==> src/rtl/param_sync_fifo_if.sv <==
// Producer/consumer bundle for param_sync_fifo; master drives requests, slave is the FIFO.
// No latency of its own; full/empty/count carry the backpressure back to the master.
interface param_sync_fifo_if #(
   parameter int DATA_WIDTH = 8,
   parameter int ADDR_WIDTH = 5
);
   logic                  wr_en;
   logic [DATA_WIDTH-1:0] data_in;
   logic                  rd_en;
   logic                  clr_err;
   logic [DATA_WIDTH-1:0] data_out;
   logic                  rd_valid;
   logic                  full;
   logic                  empty;
   logic                  almost_full;
   logic                  almost_empty;
   logic [ADDR_WIDTH:0]   count;
   logic                  overflow;
   logic                  underflow;

   modport master (
      output wr_en, data_in, rd_en, clr_err,
      input  data_out, rd_valid, full, empty, almost_full, almost_empty,
             count, overflow, underflow
   );

   modport slave (
      input  wr_en, data_in, rd_en, clr_err,
      output data_out, rd_valid, full, empty, almost_full, almost_empty,
             count, overflow, underflow
   );
endinterface

==> src/rtl/param_sync_fifo.sv <==
// Single-clock FIFO, full DEPTH usable; read data 1 cycle after rd_en (FWFT=0) or head shown directly (FWFT=1).
// Writes while full and reads while empty are dropped and latched into sticky overflow/underflow flags.
module param_sync_fifo #(
   parameter int DATA_WIDTH      = 8,
   parameter int ADDR_WIDTH      = 5,
   parameter int ALMOST_FULL_TH  = (2 ** ADDR_WIDTH) - 2,
   parameter int ALMOST_EMPTY_TH = 2,
   parameter bit FWFT            = 1'b0
) (
   input logic               clk,
   input logic               reset,
   param_sync_fifo_if.slave  fifo
);
   localparam int DEPTH = 2 ** ADDR_WIDTH;
   localparam logic [ADDR_WIDTH:0] PTR_ONE = (ADDR_WIDTH + 1)'(1);
   localparam logic [ADDR_WIDTH:0] AF_TH   = (ADDR_WIDTH + 1)'(ALMOST_FULL_TH);
   localparam logic [ADDR_WIDTH:0] AE_TH   = (ADDR_WIDTH + 1)'(ALMOST_EMPTY_TH);

   if (ALMOST_FULL_TH < 1 || ALMOST_FULL_TH > DEPTH - 1) begin : g_bad_af
      $error("param_sync_fifo: ALMOST_FULL_TH must lie in 1..DEPTH-1");
   end
   if (ALMOST_EMPTY_TH < 1 || ALMOST_EMPTY_TH > DEPTH - 1) begin : g_bad_ae
      $error("param_sync_fifo: ALMOST_EMPTY_TH must lie in 1..DEPTH-1");
   end

   logic [DATA_WIDTH-1:0] mem [DEPTH];
   logic [ADDR_WIDTH:0]   wr_ptr;
   logic [ADDR_WIDTH:0]   rd_ptr;
   logic [ADDR_WIDTH:0]   occ;
   logic                  ovf;
   logic                  udf;
   logic                  is_full;
   logic                  is_empty;
   logic                  wr_acc;
   logic                  rd_acc;

   // The extra pointer bit separates "wrapped once" (full) from "equal" (empty).
   assign is_empty = (wr_ptr == rd_ptr);
   assign is_full  = (wr_ptr[ADDR_WIDTH] != rd_ptr[ADDR_WIDTH]) &&
                     (wr_ptr[ADDR_WIDTH-1:0] == rd_ptr[ADDR_WIDTH-1:0]);
   assign wr_acc   = fifo.wr_en && !is_full;
   assign rd_acc   = fifo.rd_en && !is_empty;

   always_ff @(posedge clk) begin
      if (reset && wr_acc) begin
         mem[wr_ptr[ADDR_WIDTH-1:0]] <= fifo.data_in;
      end
   end

   always_ff @(posedge clk) begin
      if (!reset) begin
         wr_ptr <= '0;
         rd_ptr <= '0;
         occ    <= '0;
         ovf    <= 1'b0;
         udf    <= 1'b0;
      end else begin
         if (wr_acc) begin
            wr_ptr <= wr_ptr + PTR_ONE;
         end
         if (rd_acc) begin
            rd_ptr <= rd_ptr + PTR_ONE;
         end
         unique case ({wr_acc, rd_acc})
            2'b10:   occ <= occ + PTR_ONE;
            2'b01:   occ <= occ - PTR_ONE;
            default: occ <= occ;
         endcase
         // A fresh error in the same cycle as clr_err must not be lost.
         if (fifo.wr_en && is_full) begin
            ovf <= 1'b1;
         end else if (fifo.clr_err) begin
            ovf <= 1'b0;
         end
         if (fifo.rd_en && is_empty) begin
            udf <= 1'b1;
         end else if (fifo.clr_err) begin
            udf <= 1'b0;
         end
      end
   end

   if (FWFT) begin : g_fwft
      assign fifo.data_out = mem[rd_ptr[ADDR_WIDTH-1:0]];
      assign fifo.rd_valid = !is_empty;
   end else begin : g_reg_read
      logic [DATA_WIDTH-1:0] dout_q;
      logic                  vld_q;

      always_ff @(posedge clk) begin
         if (!reset) begin
            dout_q <= '0;
            vld_q  <= 1'b0;
         end else begin
            vld_q <= rd_acc;
            if (rd_acc) begin
               dout_q <= mem[rd_ptr[ADDR_WIDTH-1:0]];
            end
         end
      end

      assign fifo.data_out = dout_q;
      assign fifo.rd_valid = vld_q;
   end

   assign fifo.full         = is_full;
   assign fifo.empty        = is_empty;
   assign fifo.count        = occ;
   assign fifo.almost_full  = (occ >= AF_TH);
   assign fifo.almost_empty = (occ <= AE_TH);
   assign fifo.overflow     = ovf;
   assign fifo.underflow    = udf;
endmodule

==> src/flat_wrapper.sv <==
// flat-port wrapper written by rule: the top's interface ports become plain ports
module param_sync_fifo_flat 
#(
   parameter int DATA_WIDTH      = 8,
   parameter int ADDR_WIDTH      = 5,
   parameter int ALMOST_FULL_TH  = (2 ** ADDR_WIDTH) - 2,
   parameter int ALMOST_EMPTY_TH = 2,
   parameter bit FWFT            = 1'b0
)
  (clk, reset, fifo_wr_en, fifo_data_in, fifo_rd_en, fifo_clr_err, fifo_data_out, fifo_rd_valid, fifo_full, fifo_empty, fifo_almost_full, fifo_almost_empty, fifo_count, fifo_overflow, fifo_underflow);
  param_sync_fifo_if #(.DATA_WIDTH(DATA_WIDTH), .ADDR_WIDTH(ADDR_WIDTH)) fifo_i ();
  input logic clk;
  input logic reset;
  input wire logic [$bits(fifo_i.wr_en)-1:0] fifo_wr_en;
  input wire logic [$bits(fifo_i.data_in)-1:0] fifo_data_in;
  input wire logic [$bits(fifo_i.rd_en)-1:0] fifo_rd_en;
  input wire logic [$bits(fifo_i.clr_err)-1:0] fifo_clr_err;
  output wire logic [$bits(fifo_i.data_out)-1:0] fifo_data_out;
  output wire logic [$bits(fifo_i.rd_valid)-1:0] fifo_rd_valid;
  output wire logic [$bits(fifo_i.full)-1:0] fifo_full;
  output wire logic [$bits(fifo_i.empty)-1:0] fifo_empty;
  output wire logic [$bits(fifo_i.almost_full)-1:0] fifo_almost_full;
  output wire logic [$bits(fifo_i.almost_empty)-1:0] fifo_almost_empty;
  output wire logic [$bits(fifo_i.count)-1:0] fifo_count;
  output wire logic [$bits(fifo_i.overflow)-1:0] fifo_overflow;
  output wire logic [$bits(fifo_i.underflow)-1:0] fifo_underflow;
  assign fifo_i.wr_en = fifo_wr_en;
  assign fifo_i.data_in = fifo_data_in;
  assign fifo_i.rd_en = fifo_rd_en;
  assign fifo_i.clr_err = fifo_clr_err;
  assign fifo_data_out = fifo_i.data_out;
  assign fifo_rd_valid = fifo_i.rd_valid;
  assign fifo_full = fifo_i.full;
  assign fifo_empty = fifo_i.empty;
  assign fifo_almost_full = fifo_i.almost_full;
  assign fifo_almost_empty = fifo_i.almost_empty;
  assign fifo_count = fifo_i.count;
  assign fifo_overflow = fifo_i.overflow;
  assign fifo_underflow = fifo_i.underflow;
  param_sync_fifo #(.DATA_WIDTH(DATA_WIDTH), .ADDR_WIDTH(ADDR_WIDTH), .ALMOST_FULL_TH(ALMOST_FULL_TH), .ALMOST_EMPTY_TH(ALMOST_EMPTY_TH), .FWFT(FWFT)) u_core (.clk(clk), .reset(reset), .fifo(fifo_i));
endmodule
==> config.mk <==
export PLATFORM = sky130hd
export DESIGN_NAME = param_sync_fifo_flat
export DESIGN_NICKNAME = d
export VERILOG_FILES = /design/src/rtl/param_sync_fifo_if.sv /design/src/rtl/param_sync_fifo.sv /design/src/flat_wrapper.sv
export SDC_FILE = /design/constraint.sdc
export NUM_CORES = 1
export LEC_CHECK = 0
export CAP_MARGIN = 30
export CORE_MARGIN = 1
export CORE_UTILIZATION = 60
export DETAILED_ROUTE_END_ITERATION = 8
export PLACE_DENSITY = 0.85
export SKIP_CTS_REPAIR_TIMING = 1
export SKIP_LAST_GASP = 1
export SLEW_MARGIN = 20
export SYNTH_ARGS = -nofsm -noshare
export SYNTH_HDL_FRONTEND = slang
export SYNTH_SLANG_ARGS = --single-unit
==> constraint.sdc <==
create_clock -name clk -period 3.5 [get_ports clk]
set_input_delay 0.35 -clock clk [delete_from_list [all_inputs] [get_ports clk]]
set_output_delay 0.35 -clock clk [all_outputs]
set_load 0.005 [all_outputs]
==> results of run 1 <==
-- sequential cells by signal, summed over array words and instances, names as in the netlist --
name	count
u_core.wr_ptr	6
u_core.fifo.rd_valid	1
u_core.fifo.overflow	1
u_core.fifo.underflow	1
u_core.mem	256
u_core.fifo.data_out	8
u_core.fifo.count	6
u_core.rd_ptr	6
-- metal layers --
| metal | vias to the layer above | part of all wire [%] | wire length (um) |
|---|---|---|---|
| li1 | 2653 | - | - |
| met1 | 3085 | 37 | 9116 |
| met2 | 363 | 52 | 12640 |
| met3 | 61 | 7.7 | 1881 |
| met4 | 0 | 3.1 | 746 |
| met5 | - | 0 | 0 |
-- through the flow --
step | util, % | instance area [um2] | total power, W
floorplan | - | 11420 | 0.004600
global placement | 64.29 | 12030 | 0.004864
detailed placement | 64.52 | 12070 | 0.004913
CTS | 69.04 | 12910 | 0.007672
global route | 69.04 | 12910 | 0.007878
finish | 69.04 | 12910 | 0.007665
-- cells by family (layout without fill, tap and decap cells) --
kind of cell / after synthesis / count (layout) / share of synthesized area [%]
muxes: 86 / 86 / 12.80
DFF: 285 / 285 / 72.39
xor gates and xnor gates: 13 / 13 / 0.9969
AOI/OAI and AO/OA: 91 / 91 / 6.113
and+or+nand+nor: 102 / 102 / 4.393
buffers and inverters: 45 / 117 / 2.038
adders and majority gates: 11 / 11 / 1.271
-- path summary, 6_finish.rpt --
check | slack (ns) | to | startpoint | depth (start not counted)
max reg2reg | 0.29 | u_core.fifo.count[4] | u_core.rd_ptr[3] | 11
min reg2reg | 0.48 | u_core.fifo.data_out[1] | u_core.fifo.data_out[1] | 1
max | 0.29 | u_core.fifo.count[4] | u_core.rd_ptr[3] | 11
min | 0.48 | u_core.fifo.data_out[1] | u_core.fifo.data_out[1] | 1
-- cells in the final DEF, fill, tap and decap left out, drive strengths merged, types with 3 or more instances in the layout --
| master | synthesis | final |
|---|---|---|
| a2111oi | 8 | 8 |
| a21oi | 26 | 26 |
| a22o | 14 | 14 |
| a22oi | 8 | 8 |
| buf | 17 | 24 |
| clkbuf | 17 | 34 |
| clkdlybuf4s50 | 0 | 33 |
| clkinv | 0 | 13 |
| dfxtp | 29 | 29 |
| edfxtp | 256 | 256 |
| ha | 10 | 10 |
| inv | 11 | 11 |
| mux2i | 38 | 38 |
| mux4 | 48 | 48 |
| nand2 | 9 | 9 |
| nand2b | 3 | 3 |
| nand3 | 5 | 5 |
| nand3b | 4 | 4 |
| nand4b | 4 | 4 |
| nor2 | 50 | 50 |
| nor2b | 7 | 7 |
| nor3 | 6 | 6 |
| o21ai | 5 | 5 |
| o221ai | 8 | 8 |
| o22ai | 7 | 7 |
| o31ai | 7 | 7 |
| or3 | 6 | 6 |
| xnor2 | 8 | 8 |
| xor2 | 5 | 5 |
-- final cells by class --
class                   instances  share of cell area [%]
flip-flops and latches        285                   64.05
multi-input cells             303                   22.61
clock buffers                  34                   5.600
repair buffers                 57                   4.195
well taps                     234                   2.267
clock inverters                15                  0.9591
inverters                      11                  0.3197
-- power by group --
group	switching, W	leakage [nW]	internal (W)
logic	0.000528	1.10	0.000511
clock network	0.00121	0.411	0.00160
registers	0.0000521	2.54	0.00376
total	0.00179	4.05	0.00588
==> out/metrics.yaml, run 1 <==
cp.buffers_inverters: 1
syn_avg_cell_area_um2: 18.04
power_density_nw_per_um2: 593.5
timing.final.hold_violations: 0
path_delay_family: "compound AO/OA/AOI/OAI gates"
yosysTopAreaCellShare_pct: 67.31
yosys-top-cells-count: "edfxtp_1 (256), nor2_1 (50), mux4_2 (48)"
slowest_delay_ns: 0.59
cts_max_level: 1
antenna_left: 0
routedWlPerCell_um: 25.97
clk_pin_slew_worst_paths_ns: 0.06
die_width_um: 140.0
register_area_um2: 8272
maxCapViolCount: 0
criticalPathCategory: "flip-flop to flip-flop"
grt_max_degree: 85
finalCritPeriodShare_pct: 91.59
io_buffers: 33
drc: 0
hpwlAfterDp_um: 15110
cp_data_required_time_ns: 3.98
cts_tree: "yes"
nNetsFinal: 710
critPathCaptureType: "flip-flop"
cts_sinks: 285
crit_path_top_delay_cell: "dfxtp_1"
track_usage_pct: 25.80
finalClockSkew_ns: 0.02276
dp.cells: 890
fin_ws_ns: 0.2943
yosysUniqueCellTypes: 47
grt_pass1_vias: 6409
synth.most_common_cell: "edfxtp_1"
final_cell_count_no_fill: 939
synth_seq_area_share_pct: 72.39
crit_fanout: 11
grtUsageMet2_pct: 44.03
gp_congestion: 0.8151
setup_viol: 0
cts_buffer_depth: 3
rows: 50
power_leakage_nw: 4.049
synth-main-ff-cell: "edfxtp_1"
coreArea_um2: 18710
min_path_type: "flip-flop to flip-flop"
initial_core_util_pct: 61.06
tns_ns: 0
clockRootBuffer: "clkbuf_16"
whs_ns: 0.4849
synth_area_um2: 11420
rsz0062_at_grt: "no"
grt_util_met3_pct: 4.239
wirelength_um: 24380
syn_nets: 657
first_iter_violations: 691
cp-start-kind: "flip-flop"
multi_input_area_um2: 2920
netlist.top_cell.by_area: "edfxtp_1"
yosysWarnings: 0
ios: 34
drtPass1Iterations: 5
synth_area_leaders: "edfxtp_1 (67%), mux4_2 (9.5%), dfxtp_1 (5.1%)"
met1_usage_pct: 33.98
clock.fmax_mhz: 311.9
vias_per_cell: 6.562
grt_pass1_wl_um: 37340
area_growth_syn_to_layout_pct: 13.08
grt.overflow.total: 0
synth_edf_count: 256
synth_seq_cells: 285
grt_most_used_layer: "met2"
status: "finished, final reports clean"
slew_violations: 0
fin_crit_ns: 3.206
antenna_found_initial: 0
worst_pin_slew_ns: 0.8122
vdd.ir_drop.worst_v: 0.0004712
relSlewSlack_pct: 45.66
crit_chain: "xnor2_1 > nand3_1 > o31ai_4 > ha_1 > inv_1 > fa_1 > nor2b_1 > o21a_1 > nor3_1 > o31ai_1 > and2_1"
fill_cells: 1107
die_area_um2: 19590
critPathArrivalTime_ns: 3.69
numCtsBuffers: 28
async_flop_share_pct: 0
pre_cts_ws_ns: 0.3552
vias: 6162
syn_inst: 633
diodes: 0
drive_gt1_share_pct: 16.31
clk_latency_ns: 0.55
die-height_um: 140.0
No activity file was read; power rests on OpenSTA's default activity.
==> run 2: changes to the inputs <==
- REMOVE_ABC_BUFFERS: not set -> 1
==> run 2 against run 1 <==
  * Count of clock-buffer cells in the layout up 2
  * Sequential cell count is the same
  * Design area up 1.3%
  * Setup slack lost 0.061 ns
  * Wire length fell by 2.2%
  * Final cell count increased by 1.5%
  * Largest cell class unchanged
==> out/metrics.yaml, run 2 (synthesis gave the netlist of run 1 again) <==
status: "finished, final reports clean"
grt_util_met3_pct: 4.923
initial_core_util_pct: 61.06
numCtsBuffers: 28
grt_most_used_layer: "met2"
power.internal_w: 0.006001
clk_latency_ns: 0.54
crit_chain: "xnor2_1 > nand3_1 > o31ai_4 > inv_1 > ha_1 > ha_1 > nor2b_1 > o21a_1 > o21a_1 > o31ai_1 > and2_1"
critPathCaptureType: "flip-flop"
cts_tree: "yes"
power_density_nw_per_um2: 594.4
worst_pin_slew_ns: 0.8859
largest_reg_flops: 256
die-height_um: 140.0
rows: 50
nNetsFinal: 722
dp.cells: 900
layout_common_cells: "edfxtp_1 (256), nor2_1 (50), mux4_2 (48), mux2i_1 (38), clkdlybuf4s50_1 (33)"
grt_max_degree: 85
crit_fanout: 11
wirelength_um: 23860
cts_sinks: 285
drc: 0
slowest_delay_ns: 0.60
die_area_um2: 19590
final_common_cell: "edfxtp_1"
antenna_left: 0
grt_pass1_vias: 6341
drtPass1Iterations: 5
fin_ws_ns: 0.2336
antenna_found_initial: 0
relSlewSlack_pct: 40.72
met1_usage_pct: 33.09
maxCapViolCount: 0
fin_crit_ns: 3.266
final_cell_count_no_fill: 953
diodes: 0
clock.fmax_mhz: 306.1
finalCritPeriodShare_pct: 93.33
pre_cts_ws_ns: 0.1964
setup_viol: 0
timing.final.hold_violations: 0
whs_ns: 0.4861
first_iter_violations: 531
grt_pass1_wl_um: 36460
r2r_slack_ns: 0.23
drive_gt1_share_pct: 17.94
grt.overflow.total: 0
coreArea_um2: 18710
finalClockSkew_ns: 0.009943
io_buffers: 33
vdd.ir_drop.worst_v: 0.0004966
gp_congestion: 0.8553
criticalPathCategory: "flip-flop to flip-flop"
switching_share_pct: 22.81
clock_power_share_pct: 37.5
fill_cells: 1129
fin_util_pct: 69.92
clockRootBuffer: "clkbuf_16"
routedWlPerCell_um: 25.03
grtUsageMet2_pct: 42.87
hpwlAfterDp_um: 14670
cp-start-kind: "flip-flop"
vias_per_cell: 6.538
track_usage_pct: 25.20
ios: 34
rsz0062_at_grt: "no"
cp_data_required_time_ns: 3.98
power_leakage_nw: 4.143
cts_buffer_depth: 3
cts_max_level: 1
vias: 6231
area_growth_syn_to_layout_pct: 14.52
min_path_type: "flip-flop to flip-flop"
clk_pin_slew_worst_paths_ns: 0.06
fin_area_um2: 13080
slew_violations: 0
combPwrFrac_pct: 13.4
critPathArrivalTime_ns: 3.74
crit_path_top_delay_cell: "dfxtp_1"
die_width_um: 140.0
post_dp_cell_area_um2: 12170
switchingPower_w: 0.001773
pwr-share-seq_pct: 49.0
==> run 2: power groups by stage <==
stage                     Combinational (W)  Clock [W]  Sequential (W)
after floorplan                    0.000603          0         0.00399
after global placement              0.00100          0         0.00388
after detailed placement            0.00104          0         0.00388
after CTS                           0.00105    0.00295         0.00381
after global routing                0.00113    0.00306         0.00382
final                               0.00104    0.00292         0.00381
==> run 2: cell type report <==
cell class                      instances  area [um2]  area share (%)
Clock buffer                           36       752.0           5.750
Clock inverter                         15       145.1           1.110
Inverter                               11       41.29          0.3157
Multi-Input combinational cell        303        2920           22.33
Sequential cell                       285        8272           63.24
Tap cell                              234       292.8           2.239
Timing Repair Buffer                   69       655.6           5.013
==> run 2: metrics by stage <==
stage | total power, W | TNS [ns]
2_1_floorplan | 0.004596 | -417.75
3_3_place_gp | 0.004882 | 0
3_5_place_dp | 0.004926 | 0
4_1_cts | 0.007815 | 0
5_1_grt | 0.008002 | 0
6_report | 0.007774 | 0
==> run 2: worst paths after layout <==
| check | start | end | depth (start not counted) |
|---|---|---|---|
| worst max-delay path | u_core.rd_ptr[3] | u_core.fifo.count[4] | 11 |
| worst min-delay path | u_core.fifo.data_out[5] | u_core.fifo.data_out[5] | 1 |
| worst max register to register | u_core.rd_ptr[3] | u_core.fifo.count[4] | 11 |
| worst min register to register | u_core.fifo.data_out[5] | u_core.fifo.data_out[5] | 1 |
==> run 2: layer usage <==
metal | up-vias | share of wire [%]
met4 | 0 | 2.7
met5 | - | 0
met3 | 55 | 8.0
met1 | 3180 | 38
met2 | 313 | 51
li1 | 2683 | -
==> run 2: critical path, delay by kind of cell, from the launching register on <==
family | cells | cell delay, ns
flip-flops | 1 | 0.60
buffers and inverters | 1 | 0.09
AO/OA/AOI/OAI | 4 | 1.09
adder cells (fa/ha/maj) | 2 | 0.64
AND/OR/NAND/NOR | 3 | 0.61
XOR/XNOR | 1 | 0.18
==> run 3: changes to the inputs <==
- CORE_UTILIZATION: 60 -> 50
- PLACE_DENSITY: 0.85 -> 0.74
- SETUP_SLACK_MARGIN: not set -> 0.15
- clock period: 3.5 -> 4.15 ns (I/O delays scaled with it)
==> run 3 against run 2 <==
  * Design area rose by 0.11%
  * Wire length rose by 0.84%
  * Fmax fell by 2.0%
  * Count of clock-buffer cells in the layout rose by 5
  * Core utilization fell by 11 points
  * Clock skew rose by 0.0050 ns
  * Final cell count rose by 4.2%
  * Power fell by 14%
  * Clock power fell by 11%
  * Global-route usage fell by 4.2 points
==> out/metrics.yaml, run 3 (synthesis gave the netlist of run 1 again) <==
status: "finished, final reports clean"
whs_ns: 0.4472
grt_pass1_wl_um: 36960
cts_max_level: 1
finalCritPeriodShare_pct: 80.29
nNetsFinal: 715
largest_reg_flops: 256
rows: 54
gp_congestion: 0.8595
drive_gt1_share_pct: 18.93
criticalPathCategory: "flip-flop to flip-flop"
cts_tree: "yes"
rsz0062_at_grt: "no"
min_path_type: "primary input to flip-flop"
power_density_nw_per_um2: 511.9
power_leakage_nw: 4.133
diodes: 0
final_common_cell: "edfxtp_1"
setup_viol: 0
fin_area_um2: 13090
timing.final.hold_violations: 0
clk_latency_ns: 0.54
clockRootBuffer: "clkbuf_16"
crit_fanout: 11
vias_per_cell: 6.180
cp_data_required_time_ns: 4.64
grt_max_degree: 57
finalPower_w: 0.006702
coreArea_um2: 22090
initial_core_util_pct: 51.69
clock.fmax_mhz: 300.1
first_iter_violations: 569
slew_violations: 0
ios: 34
die_width_um: 153.1
fin_crit_ns: 3.332
grtUsageMet2_pct: 34.96
drc: 0
cts_buffer_depth: 3
cts_sinks: 285
io_buffers: 33
finalClockSkew_ns: 0.01492
relSlewSlack_pct: 34.56
routedWlPerCell_um: 24.23
post_dp_cell_area_um2: 12120
antenna_left: 0
tns_ns: 0
layout_common_cells: "edfxtp_1 (256), nor2_1 (50), mux4_2 (48), mux2i_1 (38), clkbuf_16 (29)"
hpwlAfterDp_um: 15160
cp-start-kind: "flip-flop"
maxCapViolCount: 0
vias: 6137
vdd.ir_drop.worst_v: 0.0003165
die_area_um2: 23450
antenna_found_initial: 0
critPathCaptureType: "flip-flop"
grt_most_used_layer: "met2"
met1_usage_pct: 29.10
numCtsBuffers: 28
grt.overflow.total: 0
track_usage_pct: 21.04
worst_pin_slew_ns: 0.9779
drtPass1Iterations: 7
clk_pin_slew_worst_paths_ns: 0.06
grt_util_met3_pct: 2.949
critPathArrivalTime_ns: 3.82
grt_pass1_vias: 6149
area_growth_syn_to_layout_pct: 14.64
die-height_um: 153.1
wirelength_um: 24060
[run 3: worst paths after layout]
path                            from                      end  slack [ns]  cells past startpoint
max                 u_core.rd_ptr[3]     u_core.fifo.count[4]        0.82                     11
min reg2reg  u_core.fifo.data_out[4]  u_core.fifo.data_out[4]        0.49                      1
min                  fifo_data_in[5]        u_core.mem[21][5]        0.45                      1
max reg2reg         u_core.rd_ptr[3]     u_core.fifo.count[4]        0.82                     11
[run 3: area by class of cell]
class	count	area (um2)
fillers	1543	9001
flip-flops and latches	285	8273
multi-input cells	303	2920
clock buffers	41	800.8
repair buffers	62	550.5
well taps	280	350.3
clock inverters	11	156.4
inverters	11	41.29
[run 3: per-stage QoR]
stage                     setup WS (ns)  utilization [%]  instances
after floorplan                  -1.459                -        599
after global placement            1.156            54.81        938
after detailed placement         0.9508            54.84        940
after CTS                        0.9084            59.17        992
after global routing             0.6229            59.26        993
final                            0.8180            59.26        993
[run 3: worst max-delay path, stage by stage, from the launching register on]
cell and delay [ns]:
dfxtp_1 0.59, xnor2_1 0.18, nand3_1 0.30, o31ai_4 0.51, ha_1 0.38, inv_1 0.08
fa_1 0.38, nor2b_1 0.17, o21a_1 0.17, nor3_1 0.05, o31ai_1 0.28, and2_1 0.16
[run 3: routing by layer]
metal | vias up | routed length, um
met3 | 33 | 1887
met1 | 3167 | 9737
li1 | 2660 | -
met5 | - | 0
met4 | 0 | 475
met2 | 277 | 11960
[run 3: where the power goes]
group / total [W] / switching (W) / internal (W)
Combinational: 0.000876 / 0.000447 / 0.000429
Sequential: 0.00321 / 0.0000411 / 0.00317
Clock: 0.00261 / 0.00103 / 0.00158
Total: 0.00670 / 0.00152 / 0.00518
==> variant 1 (config.mk and constraints of run 2) <==
`ADDR_WIDTH` is set to 5 in 3 places; all go to 4.
--- a/src/rtl/param_sync_fifo_if.sv
+++ b/src/rtl/param_sync_fifo_if.sv
@@ -3,5 +3,5 @@
 interface param_sync_fifo_if #(
    parameter int DATA_WIDTH = 8,
-   parameter int ADDR_WIDTH = 5
+   parameter int ADDR_WIDTH = 4
 );
    logic                  wr_en;
--- a/src/rtl/param_sync_fifo.sv
+++ b/src/rtl/param_sync_fifo.sv
@@ -3,5 +3,5 @@
 module param_sync_fifo #(
    parameter int DATA_WIDTH      = 8,
-   parameter int ADDR_WIDTH      = 5,
+   parameter int ADDR_WIDTH      = 4,
    parameter int ALMOST_FULL_TH  = (2 ** ADDR_WIDTH) - 2,
    parameter int ALMOST_EMPTY_TH = 2,
--- a/src/flat_wrapper.sv
+++ b/src/flat_wrapper.sv
@@ -3,5 +3,5 @@
 #(
    parameter int DATA_WIDTH      = 8,
-   parameter int ADDR_WIDTH      = 5,
+   parameter int ADDR_WIDTH      = 4,
    parameter int ALMOST_FULL_TH  = (2 ** ADDR_WIDTH) - 2,
    parameter int ALMOST_EMPTY_TH = 2,
Ports: changed (resized fifo_count); port bits go from 34 to 33. No check against the original RTL was run, so the function may have changed too.
==> variant 1 against run 2 <==
- die area is 43% lower
- area after synthesis is 44% lower
- sequential cell count is 131 lower
- routed wire length is 45% lower
- total power is 44% lower
- sequential share of layout area is 4.7 points lower
- cell area is 43% lower
- worst setup slack worse by 0.026 ns
- critical endpoint unchanged
==> variant 1: results (changes against run 2) <==
{| class="wikitable"
! Metric !! Value
|-
| Run status || finished, final reports clean
|-
| Total Routing Usage GR || 0.2531 (+0.001082)
|-
| Sum of net half-perimeters after detailed placement || 7826 um (-47%)
|-
| Area share of xor/xnor cells in the synthesized design || 0.02035 (+0.01038)
|-
| Met2 WL post-DR || 6540 um (-46%)
|-
| Fraction of the mapped netlist area in adder cells || 0.02074 (+0.008031)
|-
| Port Buf Inserts || 32 (-3.0%)
|-
| Share of the final layout cell area in multi-input gates || 0.2516 (+0.02831)
|-
| Total non-filler cell area in the finished layout || 7465 um2 (-43%)
|-
| Routing usage on met3 || 0.04947 (+0.0002436)
|-
| Register area || 4368 um2 (-47%)
|-
| Met1 usage in global routing || 0.3301 (-0.0008428)
|-
| Clkbuf count || 17 (-53%)
|-
| Final clock skew || 0.007172 ns (-0.002771 ns)
|-
| Setup slack of the worst register-to-register path || 0.21 ns (-0.03 ns)
|-
| Fraction of layout instances using a drive strength above 1 || 0.1906 (+0.01117)
|-
| Share of synthesized area spent on multiplexers || 0.1262 (-0.001760)
|-
| Leading post-synthesis cells by instance count || edfxtp_1, dfxtp_1, a21oi_1
|-
| Crit-path max FO || 20 (+9)
|-
| Worst ir drop on vdd || 0.3674 mV (-26%)
|-
| Starting DRC count in detailed routing || 379 (-29%)
|-
| Seq_cells || 154 (-46%)
|-
| Cell types with the largest area share after synthesis || edfxtp_1, dfxtp_1, mux4_1
|-
| Count of cell types in the netlist || 43 (-8.5%)
|-
| Final wirelength || 13020 um (-45%)
|-
| DRT met1 WL || 5264 um (-43%)
|-
| Worst path max stage delay || 0.52 ns (-0.08 ns)
|-
| Worst path slowest cell || dfxtp_2
|-
| Dpl cell area || 6910 um2 (-43%)
|-
| Layout fillers || 602 (-47%)
|-
| Met2 usage || 0.4192 (-0.009511)
|-
| Met3 Wirelength || 910 um (-52%)
|-
| Row Count || 37 (-26%)
|-
| Compound-gate portion of the synthesized area || 0.06222 (+0.001088)
|-
| Number of multi-input logic gates || 203 (-33%)
|-
| Part of the cycle the worst path needs || 0.9407 (+0.007406)
|-
| CTS H-tree lvls || 4 (+3)
|-
| Number of cells in the design after placement || 550 (-39%)
|-
| Largest net degree at the start of global routing || 53 (-38%)
|-
| Largest register FFs || 128 (-50%)
|-
| Post-synth EDFFs || 128 (-50%)
|-
| RePlAce Congestion || 0.7913 (-7.5%)
|-
| Transition time of the tightest slew-check pin || 0.6665 ns (-0.2194 ns)
|-
| Non-clock inverter count in the final layout || 3 (-8)
|-
| Count of non-filler cells in the finished layout || 582 (-39%)
|-
| Register area share after synthesis || 0.6824 (-0.04148)
|-
| Via count of the first global-routing pass || 3536 (-44%)
|-
| Vias after detailed routing || 3678 (-41%)
|-
| Layout buffer count excluding clock buffers || 54 (-22%)
|-
| Data buffer area share || 0.06504 (+0.01491)
|-
| Total leakage power || 2.455 nW (-41%)
|}
[variant 1: changes by cell type after synthesis, sizes merged, moves of 10 or more]
| cell | run 2 | this run |
|---|---|---|
| mux4 | 48 | 24 |
| nor2 | 50 | 2 |
| edfxtp | 256 | 128 |
| o21ai | 5 | 15 |
| nor3 | 6 | 16 |
| mux2 | 0 | 16 |
| a22o | 14 | 0 |
| mux2i | 38 | 3 |
[variant 1: final timing paths]
check                       start              endpoint  depth (start not counted)
max              u_core.wr_ptr[2]  u_core.fifo.count[4]                         11
min          u_core.fifo.count[4]  u_core.fifo.count[4]                          2
max reg2reg      u_core.wr_ptr[2]  u_core.fifo.count[4]                         11
min reg2reg  u_core.fifo.count[4]  u_core.fifo.count[4]                          2
[variant 1: power breakdown]
group	total (mW)	internal, mW	switching [mW]	leakage (nW)
combinational	0.579	0.279	0.300	0.830
clock	1.70	0.952	0.743	0.258
sequential	2.09	2.04	0.0466	1.37
==> variant 2 (flow settings as in run 2) <==
Without the edit above. Reset style: asynchronous (`reset`), changed in 2 clocked blocks.
--- a/src/rtl/param_sync_fifo.sv
+++ b/src/rtl/param_sync_fifo.sv
@@ -48,5 +48,5 @@
    end
 
-   always_ff @(posedge clk) begin
+   always_ff @(posedge clk or negedge reset) begin
       if (!reset) begin
          wr_ptr <= '0;
@@ -88,5 +88,5 @@
       logic                  vld_q;
 
-      always_ff @(posedge clk) begin
+      always_ff @(posedge clk or negedge reset) begin
          if (!reset) begin
             dout_q <= '0;
Formal check against the unedited RTL: differs if reset is asserted again (counterexample within 4 cycles, from zero or initial values and one cycle with reset low); with reset held inactive, the same outputs for 10 cycles.
==> variant 2 against run 2 <==
- the run now ends with DRC left
- worst setup slack improved by 0.12 ns
- global-route usage increased by 1.4 points
- non-clock buffer count increased by 2
- routed wire length increased by 4.2%
- area after synthesis decreased by 0.18%
- critical path depth unchanged
- cell area decreased by 0.44%
- sequential cell count unchanged
- critical path type unchanged
Power is not compared: it rests on default switching activity, and its combinational part moved more than twofold at a synthesized area within 25%.
==> variant 2: results (changes against run 2) <==
{| class="wikitable"
! Metric !! Value
|-
| Layout fillers || 1118 (-0.97%)
|-
| Number of nets in the layout || 702 (-2.8%)
|-
| Initial DRT Pass Iterations || 7 (+2)
|-
| Leading post-synthesis cells by instance count || edfxtp_1, mux4_2, mux2i_1
|-
| Crit-path max FO || 12 (+1)
|-
| Failing checks || DRC
|-
| Register area share after synthesis || 0.7379 (+0.01400)
|-
| Largest net degree at the start of global routing || 84 (-1.2%)
|-
| Count of cell types in the netlist || 42 (-11%)
|-
| Proportion of register bits with asynchronous set or reset after synthesis || 0.1018 (+0.1018)
|-
| Sum of net half-perimeters after detailed placement || 15490 um (+5.6%)
|-
| Final clock skew || 0.007516 ns (-0.002426 ns)
|-
| Worst endpoint data arrival time || 3.59 ns (-0.15 ns)
|-
| Global-route wire length before repair || 38290 um (+5.0%)
|-
| Worst path max stage delay || 0.52 ns (-0.08 ns)
|-
| Fraction of layout instances using a drive strength above 1 || 0.1963 (+0.01686)
|-
| Total Routing Usage GR || 0.2664 (+0.01435)
|-
| Final wirelength || 24860 um (+4.2%)
|-
| End point of the critical path || u_core.fifo.count[5]
|-
| Cell types with the largest area share after synthesis || edfxtp_1, mux4_2, dfrtp_1
|-
| Worst Setup SP || u_core.wr_ptr[2]
|-
| Path category of the worst min-delay check || input pin to async pin
|-
| Number of CTS-inserted buffers || 27 (-3.6%)
|-
| Worst path slowest cell || dfrtp_1
|-
| Setup slack of the worst register-to-register path || 0.36 ns (+0.12 ns)
|-
| Worst setup timing slack at the placement stage || 0.4789 ns (+0.2825 ns)
|-
| DRC || 1 (+1)
|-
| Run status || finished with violations
|-
| Part of the cycle the worst path needs || 0.8980 (-0.03528)
|}
-- variant 2: cell count changes in the layout (fill, tap and decap cells not counted), moves of 6 or more --
cell / delta
dfrtp_1: +28
dfxtp_1: -28
nor2_1: -13
a21oi_1: -9
clkinv_2: +9
xnor2_1: +9
a211oi_1: +8
clkbuf_1: -7
nand2_1: +6
-- variant 2: final cells by class --
type                            count  area (um2)  share of cell area
Tap cell                          234       292.8             0.02248
Multi-Input combinational cell    282        2759              0.2119
Sequential cell                   285        8417              0.6464
Inverter                           11       41.29            0.003171
Clock buffer                       28       689.4             0.05295
Timing Repair Buffer               71       680.7             0.05227
Clock inverter                     21       141.4             0.01086
-- variant 2: stage by stage --
stage,instance area (um2),utilization,std cells,total power [mW],hold slack [ns]
2_1_floorplan,11210,-,578,6.233,0.05441
4_1_cts,13020,0.6985,932,9.963,0.09808
5_1_grt,13020,0.6985,932,10.31,0.1071
6_report,13020,0.6985,932,9.958,0.1104
3_5_place_dp,12190,0.6539,883,7.225,0.4987
3_3_place_gp,12090,0.6483,876,7.084,0.4871
-- variant 2: kinds of logic (layout without fill, tap and decap cells) --
family,after synthesis,count (layout),synth area share
muxes,89,89,0.1319
xor gates and xnor gates,22,22,0.01690
buffers and inverters,42,131,0.02052
DFF,285,285,0.7379
and+or+nand+nor,84,84,0.03501
adders and majority gates,11,11,0.01273
AOI/OAI and AO/OA,76,76,0.04499
-- variant 2: worst min path at each step --
stage / startpoint / to / slack (ns) / depth (start not counted)
after floorplan: reset / u_core.fifo.count[0] / 0.05 / 0
after global placement: u_core.fifo.data_out[6] / u_core.fifo.data_out[6] / 0.49 / 2
final: reset / u_core.rd_ptr[0] / 0.11 / 1
after global routing: reset / u_core.wr_ptr[4] / 0.11 / 1
after CTS: reset / u_core.wr_ptr[4] / 0.1 / 1
after detailed placement: u_core.fifo.underflow / u_core.fifo.underflow / 0.50 / 1
-- variant 2: power groups by stage --
stage / combinational, mW / clock (mW) / sequential (mW)
floorplan: 1.70 / 0 / 4.54
global placement: 2.84 / 0 / 4.24
detailed placement: 2.97 / 0 / 4.26
CTS: 3.01 / 2.76 / 4.19
global route: 3.20 / 2.89 / 4.23
finish: 3.02 / 2.73 / 4.20
-- variant 2: worst reg2reg max path: stages, from the launching register on --
cell	delay (ns)
dfrtp_1	0.52
xnor2_1	0.18
nand3_1	0.15
o31a_1	0.45
inv_1	0.10
ha_1	0.29
ha_1	0.33
a21o_1	0.13
a21oi_1	0.10
or4_1	0.52
nand3_1	0.15
xor2_1	0.15
-- variant 2: layer usage --
metal / vias up / routed length (um) / GRT usage
li1: 2588 / - / -
met1: 3145 / 9652 / 0.3644
met2: 341 / 12460 / 0.4392
met3: 66 / 1825 / 0.03923
met4: 0 / 914 / 0.1029
met5: - / 0 / 0
